===== src/rtl/vga_frame_reader_if.sv =====
// Frame-buffer read port plus VGA output bundle of vga_frame_reader.
// master = the reader, slave = buffer/display side.
interface vga_frame_reader_if #(
   parameter int AW = 15,
   parameter int DW = 8
);
   logic [AW-1:0] addr_out;
   logic [DW-1:0] data_in;
   logic          vga_hsync;
   logic          vga_vsync;
   logic          vga_de;
   logic [3:0]    vga_r;
   logic [3:0]    vga_g;
   logic [3:0]    vga_b;
   logic          frame_start;

   modport master (
      output addr_out,
      input  data_in,
      output vga_hsync, vga_vsync, vga_de, vga_r, vga_g, vga_b, frame_start
   );

   modport slave (
      input  addr_out,
      output data_in,
      input  vga_hsync, vga_vsync, vga_de, vga_r, vga_g, vga_b, frame_start
   );
endinterface


===== src/rtl/vga_frame_reader.sv =====
// VGA timing generator that reads an RGB332 frame buffer, upscales it by 2**SCALE_SH
// and drives RGB444 with sync/de aligned to the pixel data (3-clk pipeline).
module vga_frame_reader #(
   parameter int AW       = 15,
   parameter int DW       = 8,
   parameter int IMG_W    = 160,
   parameter int IMG_H    = 120,
   parameter int SCALE_SH = 2,
   parameter int H_ACT    = 640,
   parameter int H_FP     = 16,
   parameter int H_SYNC   = 96,
   parameter int H_BP     = 48,
   parameter int V_ACT    = 480,
   parameter int V_FP     = 10,
   parameter int V_SYNC   = 2,
   parameter int V_BP     = 33
) (
   input  logic               clk,
   input  logic               rst,
   vga_frame_reader_if.master bus
);
   localparam int H_TOT = H_ACT + H_FP + H_SYNC + H_BP;
   localparam int V_TOT = V_ACT + V_FP + V_SYNC + V_BP;
   localparam int HW    = $clog2(H_TOT);
   localparam int VW    = $clog2(V_TOT);

   // Per-position attributes travelling alongside the buffer read; sync kept active-high
   // so a cleared stage means "not in sync" and the outputs stay idle after reset.
   typedef struct packed {
      logic hsa;
      logic vsa;
      logic de;
      logic img;
      logic fs;
   } tag_t;

   logic [HW-1:0] h_q, h_d;
   logic [VW-1:0] v_q, v_d;
   logic [AW-1:0] addr_q, addr_d;
   tag_t          tag_d;
   tag_t [1:0]    tag_q;
   logic          hsync_q, hsync_d;
   logic          vsync_q, vsync_d;
   logic          de_q, de_d;
   logic          fs_q, fs_d;
   logic [11:0]   rgb_q, rgb_d;

   always_comb begin
      h_d = h_q + HW'(1);
      v_d = v_q;
      if (int'(h_q) == H_TOT - 1) begin
         h_d = '0;
         v_d = (int'(v_q) == V_TOT - 1) ? '0 : v_q + VW'(1);
      end

      tag_d.de  = (int'(h_q) < H_ACT) && (int'(v_q) < V_ACT);
      tag_d.img = tag_d.de && (int'(h_q) < (IMG_W << SCALE_SH))
                           && (int'(v_q) < (IMG_H << SCALE_SH));
      tag_d.hsa = (int'(h_q) >= H_ACT + H_FP) && (int'(h_q) < H_ACT + H_FP + H_SYNC);
      tag_d.vsa = (int'(v_q) >= V_ACT + V_FP) && (int'(v_q) < V_ACT + V_FP + V_SYNC);
      tag_d.fs  = (h_q == '0) && (v_q == '0);

      // Address only moves inside the image, so it can never leave 0..IMG_W*IMG_H-1.
      addr_d = addr_q;
      if (tag_d.img)
         addr_d = AW'((int'(v_q) >> SCALE_SH) * IMG_W + (int'(h_q) >> SCALE_SH));

      hsync_d = ~tag_q[1].hsa;
      vsync_d = ~tag_q[1].vsa;
      de_d    = tag_q[1].de;
      fs_d    = tag_q[1].fs;
      rgb_d   = '0;
      if (tag_q[1].img)
         rgb_d = {bus.data_in[7:5], bus.data_in[7],
                  bus.data_in[4:2], bus.data_in[4],
                  bus.data_in[1:0], bus.data_in[1:0]};
   end

   always_ff @(posedge clk) begin
      if (rst) begin
         h_q     <= '0;
         v_q     <= '0;
         addr_q  <= '0;
         tag_q   <= '0;
         hsync_q <= 1'b1;
         vsync_q <= 1'b1;
         de_q    <= 1'b0;
         fs_q    <= 1'b0;
         rgb_q   <= '0;
      end else begin
         h_q     <= h_d;
         v_q     <= v_d;
         addr_q  <= addr_d;
         tag_q   <= {tag_q[0], tag_d};
         hsync_q <= hsync_d;
         vsync_q <= vsync_d;
         de_q    <= de_d;
         fs_q    <= fs_d;
         rgb_q   <= rgb_d;
      end
   end

   assign bus.addr_out    = addr_q;
   assign bus.vga_hsync   = hsync_q;
   assign bus.vga_vsync   = vsync_q;
   assign bus.vga_de      = de_q;
   assign bus.frame_start = fs_q;
   assign bus.vga_r       = rgb_q[11:8];
   assign bus.vga_g       = rgb_q[7:4];
   assign bus.vga_b       = rgb_q[3:0];
endmodule


===== src/flat_wrapper.sv =====
// flat-port wrapper written by rule: the top's interface ports become plain ports
module vga_frame_reader_flat 
#(
   parameter int AW       = 15,
   parameter int DW       = 8,
   parameter int IMG_W    = 160,
   parameter int IMG_H    = 120,
   parameter int SCALE_SH = 2,
   parameter int H_ACT    = 640,
   parameter int H_FP     = 16,
   parameter int H_SYNC   = 96,
   parameter int H_BP     = 48,
   parameter int V_ACT    = 480,
   parameter int V_FP     = 10,
   parameter int V_SYNC   = 2,
   parameter int V_BP     = 33
)
  (clk, rst, bus_addr_out, bus_data_in, bus_vga_hsync, bus_vga_vsync, bus_vga_de, bus_vga_r, bus_vga_g, bus_vga_b, bus_frame_start);
  vga_frame_reader_if #(.AW(AW), .DW(DW)) bus_i ();
  input  logic clk;
  input  logic rst;
  output wire logic [$bits(bus_i.addr_out)-1:0] bus_addr_out;
  input wire logic [$bits(bus_i.data_in)-1:0] bus_data_in;
  output wire logic [$bits(bus_i.vga_hsync)-1:0] bus_vga_hsync;
  output wire logic [$bits(bus_i.vga_vsync)-1:0] bus_vga_vsync;
  output wire logic [$bits(bus_i.vga_de)-1:0] bus_vga_de;
  output wire logic [$bits(bus_i.vga_r)-1:0] bus_vga_r;
  output wire logic [$bits(bus_i.vga_g)-1:0] bus_vga_g;
  output wire logic [$bits(bus_i.vga_b)-1:0] bus_vga_b;
  output wire logic [$bits(bus_i.frame_start)-1:0] bus_frame_start;
  assign bus_addr_out = bus_i.addr_out;
  assign bus_i.data_in = bus_data_in;
  assign bus_vga_hsync = bus_i.vga_hsync;
  assign bus_vga_vsync = bus_i.vga_vsync;
  assign bus_vga_de = bus_i.vga_de;
  assign bus_vga_r = bus_i.vga_r;
  assign bus_vga_g = bus_i.vga_g;
  assign bus_vga_b = bus_i.vga_b;
  assign bus_frame_start = bus_i.frame_start;
  vga_frame_reader #(.AW(AW), .DW(DW), .IMG_W(IMG_W), .IMG_H(IMG_H), .SCALE_SH(SCALE_SH), .H_ACT(H_ACT), .H_FP(H_FP), .H_SYNC(H_SYNC), .H_BP(H_BP), .V_ACT(V_ACT), .V_FP(V_FP), .V_SYNC(V_SYNC), .V_BP(V_BP)) u_core (.clk(clk), .rst(rst), .bus(bus_i));
endmodule

===== config.mk =====
export PLATFORM = sky130hd
export DESIGN_NAME = vga_frame_reader_flat
export DESIGN_NICKNAME = d
export VERILOG_FILES = /design/src/rtl/vga_frame_reader_if.sv /design/src/rtl/vga_frame_reader.sv /design/src/flat_wrapper.sv
export SDC_FILE = /design/constraint.sdc
export NUM_CORES = 1
export LEC_CHECK = 0
export ABC_AREA = 1
export CORE_MARGIN = 3
export CORE_UTILIZATION = 58
export CTS_CLUSTER_SIZE = 16
export DETAILED_ROUTE_END_ITERATION = 10
export GPL_TIMING_DRIVEN = 0
export PLACE_DENSITY = 0.85
export REMOVE_ABC_BUFFERS = 1
export SETUP_SLACK_MARGIN = 0.2
export SYNTH_ARGS = -nofsm -noshare
export SYNTH_HDL_FRONTEND = slang
export SYNTH_SLANG_ARGS = --single-unit
export TNS_END_PERCENT = 20

===== constraint.sdc =====
create_clock -name clk -period 3.3 [get_ports clk]
set_input_delay 0.66 -clock clk [delete_from_list [all_inputs] [get_ports clk]]
set_output_delay 0.66 -clock clk [all_outputs]
set_load 0.05 [all_outputs]

==> summary.txt <==
Drt
  • 1st-pass router iterations: 4
  • WL/cell: 11.9 µm
  • Antenna Nets Post-Route: 0
  • Detailed Route WL: between 5000 and 6000 µm
  • DR vias/cell: a little over 5
  • Initial drt markers: 60
  • Via count: 2308
  • DRC errors left: 0

Placed design
  • Final GP Congestion: roughly 0.86
  • Place WS: between 0.5 and 0.6 ns
  • Placed Area: 3180 µm²
  • Post-DP HPWL: around 4100 µm
  • Port Buf Inserts: 40

Synth
  • Syn avg cell area: 7.68 µm²
  • #FFs+latches synth: 55
  • YS warnings: 0
  • Top_reg_cell synth: dfxtp_1
  • Post-synth ARST share: 0
  • Number of synthesized flops with an enable pin: 0
  • Largest area contributor in the netlist: dfxtp_1
  • Post-Syn Area: ~2800 µm²
  • Main area contributors after synthesis: dfxtp_1, ha_1, inv_1
  • Top cell type's share of synthesized area: 0.397
  • Synth Instances: approximately 360
  • Synth unique cells: 39
  • Register area share after synthesis: 0.397

Run status
  • Status: completed

Die
  • Die Wd: 75.2 µm
  • # IOs: 41
  • Core Rows: 24
  • Overall die height: roughly 75 µm
  • Core Region: about 4500 µm²
  • Die ar.: 5650 µm²
  • Initial Util: 0.620

Clock network
  • Setup Buffers After CTS: 0
  • Root Buffer: clkbuf_8
  • TritonCTS clock tree: yes
  • Post-CTS sizing: 0
  • Clk_lat worst skew: about 0.3 ns
  • Hold bufs inserted after CTS: 0
  • TritonCTS Sinks: 55
  • Num CTS Buffers: 5
  • CTS H-tree lvls: 2
  • Clk buf depth: 2
  • Clock-pin slew on the worst setup and hold paths: roughly 0.10 ns

Critical path
  • CP Max Fanout: 7
  • Worst setup EP type: flop
  • CP required: approximately 3.5 ns
  • R2r startpoint: u_core.v_q[3]$_SDFFE_PP0P_
  • Crit path launch type: flop
  • CP Class: reg -> reg
  • Worst reg-to-reg setup slack: 0.84 ns
  • Worst r2r path cells: 12
  • R2R Path End: u_core.bus.addr_out[12]$_SDFFE_PP0P_
  • WP data arrival: about 2.7 ns

Timing
  • Max-slew violations: 0
  • Worst slew pin tran: just over 1 ns
  • Worst setup margin: roughly 0.84 ns
  • Post-Route Setup TNS: 0 ns
  • Fmax: about 410 MHz
  • Unrepaired setup endpoints after global routing: false
  • Final setup viols: 0
  • Rel. slew slack: 0.324
  • Clk_skew: between 0.006 and 0.007 ns
  • Final period util: 0.745
  • Hold Fails Final Rpt: 0
  • Hold_ws: ~0.38 ns
  • Fin crit period: 2.46 ns

GRT
  • Global-route wire length before repair: 8910 µm
  • Grt met2 use: 0.345
  • Grt total ovfl: 0
  • Gr usage total: 0.201
  • Largest net degree at the start of global routing: 29
  • M1 GR Usage: 0.259
  • GR peak layer: met2
  • Met3 global-route usage: 0.0401
  • Number of global-route vias before repair: ~2100
  • Initial antenna violation count: 0

Min path
  • Hold depth: 1
  • Hold Path End: u_core.bus.vga_vsync$_SDFF_PP1_
  • HP Class: reg -> reg
  • HP Start: u_core.tag_q[8]$_SDFF_PP0_

Final layout
  • Layout area overhead: 18.1%
  • Fillers: 350
  • Nets: roughly 430
  • Antenna Cells: 0
  • Final instance area: roughly 3300 µm²
  • Final design utilization: 0.732
  • Layout cells sized above 1: 0.0777

Pwr
  • Pwr dens: between 300 and 400 nW/µm²
  • Pleak: 1.50 nW
  • VDD IR-drop max: ~0.19 mV

Flow run
  • Max cap viols: 0
==> where the power goes <==
part	internal, mW	leakage [nW]	switching [mW]	total, mW
sequential	0.674	0.445	0.00468	0.679
clock	0.158	0.0467	0.229	0.386
combinational	0.0286	1.00	0.0475	0.0762
total	0.860	1.50	0.281	1.14
==> how the worst max path moves through the flow <==
| stage | from | end | slack (ns) | cells after the start |
|---|---|---|---|---|
| final | u_core.v_q[3]$_SDFFE_PP0P_ | u_core.bus.addr_out[12]$_SDFFE_PP0P_ | 0.84 | 12 |
| after global routing | u_core.v_q[3]$_SDFFE_PP0P_ | u_core.bus.addr_out[14]$_SDFFE_PP0P_ | 0.65 | 12 |
| after global placement | rst | u_core.rgb_q[5]$_SDFF_PP0_ | 0.55 | 4 |
| after floorplan | u_core.v_q[3]$_SDFFE_PP0P_ | u_core.bus.addr_out[13]$_SDFFE_PP0P_ | 1.12 | 9 |
| after CTS | u_core.v_q[3]$_SDFFE_PP0P_ | u_core.bus.addr_out[12]$_SDFFE_PP0P_ | 0.84 | 12 |
| after detailed placement | rst | u_core.bus.vga_de$_SDFF_PP0_ | 0.52 | 4 |
==> Yosys cell counts (5+ instances only) <==
cell type	instances
inv_1	55
o21ai_0	10
nand4_1	13
nor2_1	52
dfxtp_1	55
buf_4	5
o21ai_1	10
nor2_2	5
xor2_1	7
a21oi_1	18
nand2_1	49
nand3_1	18
ha_1	19
inv_2	6
==> per-layer routing <==
layer / wire [µm] / share of wire / vias up
li1: - / - / 1222
met1: 2470 / 0.46 / 1031
met2: 2590 / 0.48 / 53
met3: 279 / 0.052 / 2
met4: 22 / 0.0041 / 0
met5: 0 / 0 / -
==> critical path, cell delays in order (launching register included) <==
cell	delay (ns)
dfxtp_1	0.50
ha_1	0.30
ha_1	0.24
fa_1	0.53
nand2_1	0.09
inv_1	0.09
nand2_1	0.05
nor2_1	0.12
nand2_1	0.06
nor2_1	0.11
o21ai_0	0.11
nand2_1	0.11
inv_1	0.04
==> placed cells by master (no fill, tap or decap), drive strengths merged <==
cell type,n
clkbuf,5
dfxtp,55
nand3,20
nand4,14
nor3,5
a21oi,19
ha,19
inv,63
o31ai,1
o22ai,1
xor2,8
fa,2
clkdlybuf4s50,40
clkinvlp,1
xnor2,3
clkinv,1
nand2,51
nor2,60
or2,1
o21ai,20
nor3b,2
nor4,3
nand3b,1
a31oi,1
o211ai,1
and3,1
a2111oi,1
==> cell type report <==
| type | count | area (µm²) | area share |
|---|---|---|---|
| Multi-Input combinational cell | 234 | 1380 | 0.421 |
| Timing Repair Buffer | 40 | 400 | 0.122 |
| Clock buffer | 5 | 68.8 | 0.0210 |
| Tap cell | 52 | 65.1 | 0.0199 |
| Sequential cell | 55 | 1100 | 0.336 |
| Clock inverter | 3 | 27.5 | 0.00840 |
| Inverter | 62 | 233 | 0.0710 |
==> cell families (layout without fill, tap and decap cells) <==
group | count (synthesis) | after routing | share of synthesized area
simple gates | 158 | 158 | 0.275
xor+xnor | 11 | 11 | 0.0374
compound gates | 44 | 44 | 0.0848
flops | 55 | 55 | 0.397
buf+inv | 72 | 110 | 0.106
fa+ha+maj | 21 | 21 | 0.100
==> stage by stage <==
step | total power, mW | instances
6_report | 1.14 | 451
3_5_place_dp | 0.771 | 443
4_1_cts | 1.15 | 451
5_1_grt | 1.18 | 451
3_3_place_gp | 0.768 | 443
2_1_floorplan | 0.739 | 351
==> state kept, by name (all words and copies together) (netlist names) <==
name and cells:
u_core.bus.addr_out 15, u_core.h_q 10, u_core.v_q 10, u_core.rgb_q 8
u_core.tag_q 7, u_core.bus.frame_start 1, u_core.bus.vga_de 1, u_core.bus.vga_hsync 1
u_core.bus.vga_vsync 1, u_core.fs_d 1
Power figures use the tool's default switching activity.
